$ cat src/rtl/switch_rd_sched.sv
// Output-side read scheduler: weighted round-robin over four queue controllers with
// per-port credits and SLOT_LEN pacing. Optional grant counters under SWITCH_RD_SCHED_STATS_EN.
module switch_rd_sched #(
  parameter int unsigned SLOT_LEN = 6,
  parameter int unsigned CW       = 4
) (
  input  logic            clk,
  input  logic            rst,
  input  logic [3:0]      ptr_rdy,
  input  logic [3:0]      o_cell_bp,
  input  logic [4*CW-1:0] cfg_weight,
`ifdef SWITCH_RD_SCHED_STATS_EN
  input  logic            stats_clr,
  output logic [63:0]     grant_cnt,
`endif
  output logic [3:0]      ptr_ack,
  output logic [3:0]      sel,
  output logic            slot_start,
  output logic            busy
);

  typedef enum logic [1:0] {IDLE, ARB, SLOT} state_t;

  state_t        state, state_nx;
  logic [CW-1:0] credit    [4];
  logic [CW-1:0] credit_nx [4];
  logic [CW-1:0] eff_credit[4];
  logic [1:0]    rot, rot_nx;
  logic [3:0]    cnt, cnt_nx;
  logic [3:0]    ptr_ack_nx, sel_nx;
  logic          slot_start_nx;
  logic [3:0]    elig, cand;
  logic [1:0]    win, idx;
  logic          found;

  assign elig = ptr_rdy & ~o_cell_bp;
  assign busy = (state == ARB) || (state == SLOT);

  always_ff @(posedge clk or posedge rst) begin
    if (rst) begin
      state      <= IDLE;
      rot        <= '0;
      cnt        <= '0;
      ptr_ack    <= '0;
      sel        <= '0;
      slot_start <= 1'b0;
      for (int unsigned n = 0; n < 4; n++) credit[n] <= '0;
    end else begin
      state      <= state_nx;
      rot        <= rot_nx;
      cnt        <= cnt_nx;
      ptr_ack    <= ptr_ack_nx;
      sel        <= sel_nx;
      slot_start <= slot_start_nx;
      for (int unsigned n = 0; n < 4; n++) credit[n] <= credit_nx[n];
    end
  end

  always_comb begin
    state_nx      = state;
    rot_nx        = rot;
    cnt_nx        = cnt;
    ptr_ack_nx    = '0;
    sel_nx        = sel;
    slot_start_nx = 1'b0;
    cand          = '0;
    win           = '0;
    idx           = '0;
    found         = 1'b0;
    for (int unsigned n = 0; n < 4; n++) begin
      credit_nx[n]  = credit[n];
      eff_credit[n] = credit[n];
    end

    case (state)
      IDLE: if (elig != '0) state_nx = ARB;

      ARB: begin
        if (elig == '0) begin
          state_nx = IDLE;
        end else begin
          for (int unsigned n = 0; n < 4; n++)
            cand[n] = elig[n] & (credit[n] != '0);
          // Global reload when no eligible port holds credit; arbitrate on the reloaded values.
          if (cand == '0) begin
            for (int unsigned n = 0; n < 4; n++)
              eff_credit[n] = (cfg_weight[n*CW +: CW] == '0) ? CW'(1) : cfg_weight[n*CW +: CW];
            cand = elig;
          end
          for (int unsigned i = 0; i < 4; i++) begin
            idx = rot + 2'(i);
            if (!found && cand[idx]) begin
              win   = idx;
              found = 1'b1;
            end
          end
          for (int unsigned n = 0; n < 4; n++) credit_nx[n] = eff_credit[n];
          if (eff_credit[win] != '0) credit_nx[win] = eff_credit[win] - CW'(1);
          ptr_ack_nx    = 4'b0001 << win;
          sel_nx        = 4'b0001 << win;
          slot_start_nx = 1'b1;
          rot_nx        = win + 2'd1;
          cnt_nx        = '0;
          state_nx      = SLOT;
        end
      end

      SLOT: begin
        // Leave when the incremented count reaches SLOT_LEN-2, so IDLE+ARB close the slot on time.
        cnt_nx = cnt + 4'd1;
        if (cnt == 4'(SLOT_LEN - 3)) state_nx = IDLE;
      end

      default: state_nx = IDLE;
    endcase
  end

`ifdef SWITCH_RD_SCHED_STATS_EN
  always_ff @(posedge clk or posedge rst) begin
    if (rst) begin
      grant_cnt <= '0;
    end else if (stats_clr) begin
      grant_cnt <= '0;
    end else begin
      for (int unsigned n = 0; n < 4; n++)
        if (ptr_ack[n]) grant_cnt[16*n +: 16] <= grant_cnt[16*n +: 16] + 16'd1;
    end
  end
`endif

endmodule

$ cat config.mk
export PLATFORM = sky130hd
export DESIGN_NAME = switch_rd_sched
export DESIGN_NICKNAME = d
export VERILOG_FILES = /design/src/rtl/switch_rd_sched.sv
export SDC_FILE = /design/constraint.sdc
export NUM_CORES = 1
export LEC_CHECK = 0
export ABC_AREA = 1
export BUFFER_PORTS_ARGS = -buffer_cell sky130_fd_sc_hd__buf_4
export CORE_ASPECT_RATIO = 1.4
export CORE_MARGIN = 5
export CORE_UTILIZATION = 30
export DETAILED_ROUTE_END_ITERATION = 6
export PLACE_DENSITY = 0.46
export SKIP_LAST_GASP = 1
export SLEW_MARGIN = 10
export SYNTH_ARGS = -nofsm -noshare
export SYNTH_HDL_FRONTEND = slang
export SYNTH_SLANG_ARGS = --single-unit
$ cat constraint.sdc
create_clock -name clk -period 3.2 [get_ports clk]
set_input_delay 0.16 -clock clk [delete_from_list [all_inputs] [get_ports clk]]
set_output_delay 0.16 -clock clk [all_outputs]
set_load 0.02 [all_outputs]
## Yosys cells after proc, flatten, opt, wreduce, memory -nomap -nowiden

Cells that the tools add are included.

| operators by class | value |
|---|---|
| bitwise logic cells | 8 |
| muxes and demuxes | 50 |
| shift-type cells | 1 |
| eq/ne operators | 6 |
| order comparisons | 6 |
| reduce and logical (&&, ||, !) cells | 25 |
| $add $sub $neg | 6 |

Operator list:

| kind | number |
|---|---|
| 16-bit 2-to-1 mux | 4 |
| 4-bit 2-to-1 mux | 13 |
| 4-bit logical NOT | 6 |
| 4-bit nonzero test | 6 |
| 2-bit 2-to-1 mux | 9 |
| 16-bit bitwise mux | 1 |
| 1-bit 2-to-1 mux | 15 |
| 2-bit by 3-bit < comparator with 1-bit output, second input constant | 4 |
| 1-bit binary-select mux with 2-bit select | 4 |
| 4-bit binary-select mux with 2-bit select | 1 |
| 4-bit demux with 2-bit select | 1 |
| 4-bit case mux with 2 select lines | 1 |
| 2-bit case mux with 3 select lines | 1 |
| 2-bit AND reduction | 3 |
| 2-bit by 1-bit adder with 2-bit output, second input constant | 2 |
| 2-bit adder, second input constant | 2 |
| 4-bit by 1-bit adder with 4-bit output, second input constant | 1 |
| 1-bit AND | 4 |
| 4-bit AND | 1 |
| 4-bit by 2-bit equality test with 1-bit output, second input constant | 1 |
| 1-bit logical AND | 4 |
| 2-bit != test, second input constant | 2 |
| 4-bit NOT | 1 |
| 1-bit by 2-bit << shifter with 4-bit output, first input constant | 1 |
| other kinds (12) | 14 |

| storage, ports and cells | value |
|---|---|
| logic and storage cells | 112 |
| flip-flop bits (word level) | 33 |
| output and inout port bits | 10 |
| input bits | 26 |

## Logic depth before layout (Yosys ltp)

Gate-level depths: netlist of the first run.

| logic depth | value |
|---|---|
| depth in word-level cells | 34 |
| mapped depth | 26 |
| depth with buffers taken out | 25 |

## Least setup slack after synthesis of the first run

No wires, ideal clock.

| timing | value |
|---|---|
| path kind | flip-flop to flip-flop |
| start point | register credit[0] (netlist name) |
| end point | register credit[1] (netlist name) |
| cell stages (with the launch flop) | 24 |
| data required time | 3.134 ns |
| slack | 0.520 ns |
| setup time | 0.066 ns |
| clock period less this slack | 2.680 ns |
| buffers on the path | 1 |
| data arrival time | 2.615 ns |
| cell sequence | dfrtp_1 > nor2_1 > nand2_1 > nand2_2 > nand2_4 > nor2_8 > nand2_2 > nand3_1 > nand3_1 > nand2_2 > nand3_1 > nand3_4 > nand2_4 > buf_8 > nand2_1 > nand3_1 > o21ai_2 > ha_1 > nand3_2 > nor2_4 > nor2_2 > nand2_1 > nand3_1 > nand2_1 |

| between the ends | value |
|---|---|
| cells in the longest elaborated chain, start to end | 33 |
| elaborated cells on any way between the ends | 51 |
| classes of those cells | add/sub (1); order compare (2); mux (36); bitwise (2); reduce/logical (10) |

RTL lines:

| item | RTL line | text |
|---|---|---|
| start, declared | 25 | `logic [CW-1:0] credit [4];` |
| 4-bit nonzero test | 83 | `cand[n] = elig[n] & (credit[n] != '0);` |
| 1-bit AND | 83 |  |
| 4-bit logical NOT | 85 | `if (cand == '0) begin` |
| 4-bit 2-to-1 mux | 85 |  |
| 4-bit 2-to-1 mux | 79 | `if (elig == '0) begin` |
| 4-bit 2-to-1 mux | 75 | `case (state)` |
| 1-bit binary-select mux with 2-bit select | 92 | `if (!found && cand[idx]) begin` |
| 1-bit 2-to-1 mux (not written as such) | 92 |  |
| [... 17 more ...] | - |  |
| 2-bit 2-to-1 mux | 75 |  |
| 2-bit NOT with 3-bit output (not written as such) | 98 | `if (eff_credit[win] != '0) credit_nx[win] = eff_credit[win] - CW'(1);` |
| 4-bit binary-select mux with 2-bit select, or another cell as far along | 98 |  |
| 4-bit 2-to-1 mux (not written as such) or 1-bit logical AND (tied branches) | 98 |  |
| 4-bit 2-to-1 mux (not written as such) | 98 |  |
| 4-bit by 1-bit subtractor with 4-bit output or 4-bit demux with 2-bit select (tied branches) | 98 |  |
| 16-bit bitwise mux | 98 |  |
| 16-bit 2-to-1 mux (*) | 98 |  |

Every way passes the cells marked *; elsewhere a longest branch is shown, timed or not. The select of a mux whose other input is x is not followed.
A chain may end at the register's enable or synchronous reset.

## Worst setup path after layout of the first run

| timing | value |
|---|---|
| start point | register credit[4] (netlist name) |
| end point | register credit[13] (netlist name) |

Same word-level chain as after synthesis.

==> flow_summary_export.csv, run 1 <==
group,metric,value,unit
clock_tree,cts_buffers,5,
critical_path,worst-setup-path-type,"reg2reg",
route,num_vias,2793,
critical_path,endpoint_kind,"flip-flop",
run,max_cap_violations,0,
final_layout,antenna_cells,0,
yosys,synth_most_common_cell,"nand2_1",
final_layout,final_core_util,40.9,%
final_layout,area_delta_synth_final,32.4,%
grt,grt_pass1_wl,13100,um
grt,grt_pass1_vias,2700,
critical_path,cp-start-kind,"flip-flop",
route,ant_nets,0,
floorplan,die-area,10900,um2
yosys,synth_compound_area_share,5.57,%
placed_design,place.gp.congestion,0.882,
sta,finalWorstSetupSlack,175,ps
yosys,ys_top_cells_by_area,"dfrtp_1 (31%), nand2_1 (16%), nand3_1 (13%)",
clock_tree,clock_latency,280,ps
yosys,yosys-top-cells-count,"nand2_1 (114), nand3_1 (70), inv_1 (41)",
critical_path,worstPathMaxFanout,8,
sta,fin_skew,3.98,ps
yosys,syn_inst,401,
route,drt-total-wl,8230,um
final_layout,drive_gt1_share,29.2,%
final_layout,register_area,826,um2
yosys,synth_mux_area_share,0.749,%
floorplan,rows,40,
sta,final_hold_viol_count,0,
yosys,synth_enable_flop_cells,0,
yosys,synth_flop_cell,"dfrtp_1",
yosys,async_flop_share,100,%
sta,fin_crit_sh,94.5,%
grt,grt_overflow_total,0,
sta,worstMarginPinSlew,776,ps
yosys,ys_seq_area_share,30.9,%
clock_tree,cts_max_level,2,
outcome,status,"completed",
critical_path,reg2reg_from,"credit[4]$_DFFE_PP0P_",
critical_path,worstPathArrival,3250,ps
grt,antenna_found_initial,0,
yosys,yosys.area_share.simple,49.2,%
grt,grt_max_degree,22,
route,vias_per_cell,4.93,
grt,grt.total_usage,14.7,%
critical_path,required,3420,ps
yosys,synth_xor_xnor_area_share,0.609,%
yosys,ys_types,37,
sta,max_slew_margin,48.2,%
clock_tree,ctsHoldBuffers,0,
floorplan,die_w,89.8,um
yosys,synth-adder-area-share,4.21,%
yosys,yosysTopAreaCellShare,30.9,%
sta,setup_viol,0,
sta,fmax,0.331,GHz
placed_design,hpwl,6260,um
route,remaining_drc_errors,0,
floorplan,die_y,122,um
clock_tree,root_buffer,"clkbuf_16",
final_layout,nets,496,
placed_design,place_area,3090,um2
yosys,synth-seq-cells,33,
floorplan,initial_utilization,30.9,%
yosys,syn-mean-instance-area,6.66,um2
placed_design,portBuffers,35,
clock_tree,cts_max_path_buffers,2,
clock_tree,clkTransAtPathRegs,60,ps
yosys,synth_area,2670,um2
worst_hold_path,hold_class,"in2async",
final_layout,nFillCells,935,
critical_path,startpoint,"credit[4]$_DFFE_PP0P_",
yosys,synth_nets,436,
route,wire_per_inst,14.5,um
placed_design,dp.cells,541,
yosys,yosysTopAreaCell,"dfrtp_1",
clock_tree,cts_tree,"yes",
final_layout,design_area,3540,um2
route,firstDrtPassIters,4,
final_layout,final-instance-count-excl-fill,567,
floorplan,fp.coreArea,8660,um2
sta,slew_viol_final,0,
route,initialDrtViolationCount,180,
placed_design,place_ws,19.4,ps
final_layout,multiInputGateArea,1760,um2
sta,period_minus_slack,3030,ps
yosys,yosys_warnings,0,
floorplan,ios,36,
clock_tree,cts.sinks,33,
yosys,synth_top_family_by_area,"simple AND/OR/NAND/NOR gates",
## sequential cells by signal, summed over array words and instances (netlist names)
| register | flops |
|---|---|
| cnt | 4 |
| credit | 16 |
| ptr_ack | 4 |
| rot | 2 |
| sel | 4 |
| slot_start | 1 |
| state | 2 |
## per-layer routing
layer / wire (um) / vias up / global-route usage (%)
met4: 259 / 0 / 6.52
met1: 3320 / 1321 / 16.2
met5: 0 / - / 0
met3: 247 / 18 / 2.66
li1: - / 1405 / -
met2: 4410 / 49 / 27.3
## timing repair
item / CTS / global route
gates resized for setup: 0 / 30
buffers inserted: 0 / 17
setup endpoints to repair: 0 / 16
## cell type report
class                           instances  area share [%]
Inverter                               48            5.09
Sequential cell                        33            23.3
Tap cell                              105            3.71
Clock buffer                            6            3.92
Multi-Input combinational cell        311            49.6
Timing Repair Buffer                   62            13.3
Clock inverter                          2            1.06
## worst max-delay path: stages, from the launching register on
cell and delay, ps:
dfrtp_1 400, nor2_2 140, nand2_2 100, nand2_4 120, nand2_4 80, nor2_8 160
nand2_2 90, nand3_2 90, nand2_2 80, o21ai_4 200, nand4_1 240, nand2_4 180
buf_4 130, nand3_1 90, nand2_2 110, ha_4 160, nand3_4 100, nor2_4 200
nor2_2 80, nand2_1 60, nand3_1 70, nand2_1 70
## worst paths after layout
path / to / slack [ps] / cells past startpoint
max: credit[13]$_DFFE_PP0P_ / 170 / 21
min: ptr_ack[0]$_DFF_PP0_ / 20 / 2
max reg2reg: credit[13]$_DFFE_PP0P_ / 170 / 21
min reg2reg: sel[2]$_DFFE_PP0P_ / 490 / 2
max in group asynchronous: rot[1]$_DFFE_PP0P_ / 2490 / 3
min in group clk: credit[14]$_DFFE_PP0P_ / 330 / 5
## kinds of logic after synthesis
kind of cell,Yosys count
mux,2
compound gates,27
fa+ha+maj,9
buf+inv,58
xor+xnor,1
flops,33
simple gates,271
## per-stage QoR
| step | hold slack (ps) | setup TNS (ps) |
|---|---|---|
| 2_1_floorplan | 289 | 0 |
| 3_3_place_gp | 370 | 0 |
| 3_5_place_dp | 363 | 0 |
| 4_1_cts | 59.9 | 0 |
| 5_1_grt | 103 | -121 |
| 6_report | 23.2 | 0 |
## layout by cell type, fill, tap and decap left out, types with 3 or more instances in the layout
| master | instances |
|---|---|
| dfrtp_1 | 33 |
| buf_4 | 61 |
| nand2_4 | 6 |
| ha_1 | 8 |
| nand3_2 | 7 |
| nor3_1 | 10 |
| a21oi_1 | 4 |
| inv_2 | 7 |
| clkbuf_16 | 5 |
| nor2_4 | 4 |
| o21ai_0 | 16 |
| inv_1 | 41 |
| nor2_1 | 28 |
| nand2_2 | 18 |
| nor2_2 | 7 |
| nand3_1 | 64 |
| nand3b_1 | 3 |
| or2_2 | 4 |
| nand2_1 | 106 |
Power of run 1 is not shown: default switching activity piles up to over one toggle a cycle in this logic, so the estimate is an artifact.
==> run 2, diff against run 1 <==
--- a/config.mk
+++ b/config.mk
@@ -5,11 +5,12 @@
 export SDC_FILE = /design/constraint.sdc
 export NUM_CORES = 1
 export LEC_CHECK = 0
-export ABC_AREA = 1
+export ABC_AREA = 0
 export BUFFER_PORTS_ARGS = -buffer_cell sky130_fd_sc_hd__buf_4
 export CORE_ASPECT_RATIO = 1.4
 export CORE_MARGIN = 5
 export CORE_UTILIZATION = 30
+export CTS_CLUSTER_DIAMETER = 80
 export DETAILED_ROUTE_END_ITERATION = 6
 export PLACE_DENSITY = 0.46
 export SKIP_LAST_GASP = 1
==> run 2 against run 1 <==
The flow now finishes with violations (negative setup slack); first-iteration DRC count is 42% lower; sequential share of layout area is 1.0 points lower; cell area is 4.7% higher; fmax is 17% lower; critical path depth is 6 lower; critical path type unchanged; critical endpoint unchanged.
==> flow_summary_export.csv, run 2 <==
group,metric,value,unit
critical_path,cp_num_buf_inv,4,
critical_path,worstPathArrival,3880,ps
critical_path,crit_chain,"or4_4, and2_4, o41a_1, nor3b_2, o21a_1, buf_12, nor2_1, o32a_1, inv_2, ha_4, clkinvlp_4, buf_6, o31ai_4, mux2i_1, o21a_1",
sta,slew_viol_final,0,
placed_design,place_area,3380,um2
grt,grt.total_usage,16.6,%
critical_path,slowest_delay,530,ps
sta,fin_skew,5.64,ps
power,irDropWorstVdd,0.000502,V
critical_path,crit_family,"compound AO/OA/AOI/OAI gates",
floorplan,fp.coreArea,8050,um2
final_layout,design_area,3710,um2
yosys,synth_nets,288,
route,firstDrtPassIters,4,
grt,grt_pass1_wl,12700,um
route,initialDrtViolationCount,104,
sta,final_hold_viol_count,0,
placed_design,place.gp.congestion,0.893,
clock_tree,cts_tree,"yes",
yosys,synth_most_common_cell,"dfrtp_1",
final_layout,nets,407,
final_layout,drive_gt1_share,47.2,%
yosys,ys_seq_area_share,33.9,%
grt,grt_max_degree,34,
floorplan,die-area,10000,um2
clock_tree,root_buffer,"clkbuf_16",
route,wire_per_inst,16.9,um
yosys,synth_area,2440,um2
critical_path,required,3420,ps
floorplan,die_w,86.2,um
yosys,synth_flop_cell,"dfrtp_1",
grt,grt_overflow_total,0,
yosys,ys_top_cells_by_area,"dfrtp_1 (34%), mux2i_1 (5.3%), o31ai_4 (5.2%)",
clock_tree,clock_latency,280,ps
yosys,yosys_warnings,0,
yosys,syn_inst,253,
critical_path,cp-start-kind,"flip-flop",
sta,fmax,0.273,GHz
floorplan,initial_utilization,30.3,%
route,ant_nets,0,
final_layout,final_common_cell,"buf_4",
yosys,yosysTopAreaCell,"dfrtp_1",
worst_hold_path,hold_class,"in2reg",
placed_design,portBuffers,35,
sta,setup_viol,17,
sta,max_slew_margin,35.6,%
route,vias_per_cell,5.12,
critical_path,crit_path_top_delay_cell,"or4_4",
sta,fin_setup_tns,-6440,ps
outcome,status,"finished, violations left",
yosys,syn-mean-instance-area,9.63,um2
yosys,yosys-top-cells-count,"dfrtp_1 (33), nand2_1 (21), nor2_1 (20)",
clock_tree,cts_buffers,5,
final_layout,most-common-layout-cells,"buf_4 (114), dfrtp_1 (33), nand2_1 (20), nor2_1 (20), mux2i_1 (12)",
yosys,async_flop_share,100,%
floorplan,rows,39,
run,max_cap_violations,0,
sta,worstMarginPinSlew,959,ps
placed_design,hpwl,6350,um
clock_tree,cts.sinks,33,
yosys,ys_types,59,
yosys,synth_enable_flop_cells,0,
sta,finalWorstSetupSlack,-459,ps
sta,worst_hold_slack,340,ps
final_layout,final-instance-count-excl-fill,475,
placed_design,dp.cells,458,
grt,grt_pass1_vias,2515,
final_layout,area_delta_synth_final,52.1,%
sta,grt_setup_unrepaired,"yes",
critical_path,endpoint_kind,"flip-flop",
yosys,synth-seq-cells,33,
clock_tree,clkTransAtPathRegs,50,ps
route,num_vias,2434,
sta,period_minus_slack,3660,ps
floorplan,die_y,117,um
critical_path,worst-setup-path-type,"reg2reg",
route,remaining_drc_errors,0,
power,p_leak,1.75,nW
final_layout,largest_reg_flops,16,
yosys,yosysTopAreaCellShare,33.9,%
power,powerDensity,1080,nW/um2
critical_path,worstPathMaxFanout,5,
final_layout,antenna_cells,0,
route,drt-total-wl,8030,um
outcome,failed_checks,"negative setup slack",
clock_tree,cts_max_path_buffers,2,
critical_path,cpMostUsedCell,"o21a_1",
final_layout,regMostFlops,"credit",
clock_tree,cts_max_level,2,
floorplan,ios,36,
final_layout,nFillCells,789,
grt,antenna_found_initial,0,
sta,fin_crit_sh,114,%
==> run 2: report_power, final <==
part / internal (mW) / total, mW / switching (mW)
clock network: 0.285 / 0.461 / 0.176
registers: 0.588 / 0.702 / 0.114
logic: 1.42 / 2.83 / 1.41
==> run 2: final cells by class <==
cell class | count | area [um2] | area share (%)
repair buffers | 121 | 960 | 25.9
well taps | 102 | 128 | 3.44
clock inverters | 2 | 10.0 | 0.270
clock buffers | 6 | 129 | 3.48
flip-flops and latches | 33 | 826 | 22.3
multi-input cells | 197 | 1590 | 42.8
inverters | 14 | 66.3 | 1.79
==> run 2: through the flow <==
step	total power [mW]	worst slack, ps	util [%]
after floorplan	2.14	-340	-
after global placement	3.26	-629	42.0
after detailed placement	3.28	-679	42.0
after CTS	3.99	-444	45.7
after global routing	4.25	-636	46.0
final	4.00	-459	46.0
==> run 2: what timing repair did <==
item | 4_1_cts | 5_1_grt
endpoints found under the setup margin | 16 | 17
hold buffers | 1 | 0
endpoints found under the hold margin | 2 | 0
gates resized for setup | 21 | 4
pin swaps | 15 | 11
buffers inserted | 7 | 2
==> run 2: final timing paths <==
kind	start	endpoint	slack, ps	cells after the start
min	cfg_weight[9]	credit[5]$_DFFE_PP0P_	340	4
min reg2reg	sel[2]$_DFFE_PP0P_	sel[2]$_DFFE_PP0P_	470	1
max reg2reg	credit[12]$_DFFE_PP0P_	credit[13]$_DFFE_PP0P_	-460	15
max	credit[12]$_DFFE_PP0P_	credit[13]$_DFFE_PP0P_	-460	15
max in group asynchronous	rst	credit[7]$_DFFE_PP0P_	2340	4
min in group asynchronous	rst	ptr_ack[0]$_DFF_PP0_	540	4
==> run 2: worst min-delay path, stage by stage <==
cell and delay (ps):
buf_4 90, nor2_1 70, mux2i_1 140, o22a_1 130
==> run 2: routing by layer <==
metal | up-vias | wire, um | track usage [%]
met4 | 0 | 279 | 7.60
li1 | 1191 | - | -
met3 | 21 | 208 | 2.54
met1 | 1177 | 3070 | 17.3
met5 | - | 0 | 0
met2 | 45 | 4470 | 32.2
==> run 2: cell families (layout without fill, tap and decap cells) <==
family	after synthesis	in the layout	synth area share, %
multiplexers	17	17	8.58
XOR/XNOR	2	2	0.719
adder cells (fa/ha/maj)	9	9	4.62
flip-flops	33	33	33.9
AND/OR/NAND/NOR	88	88	19.3
buffers and inverters	23	143	5.80
AO/OA/AOI/OAI	81	81	27.1
Power figures use the tool's default switching activity.
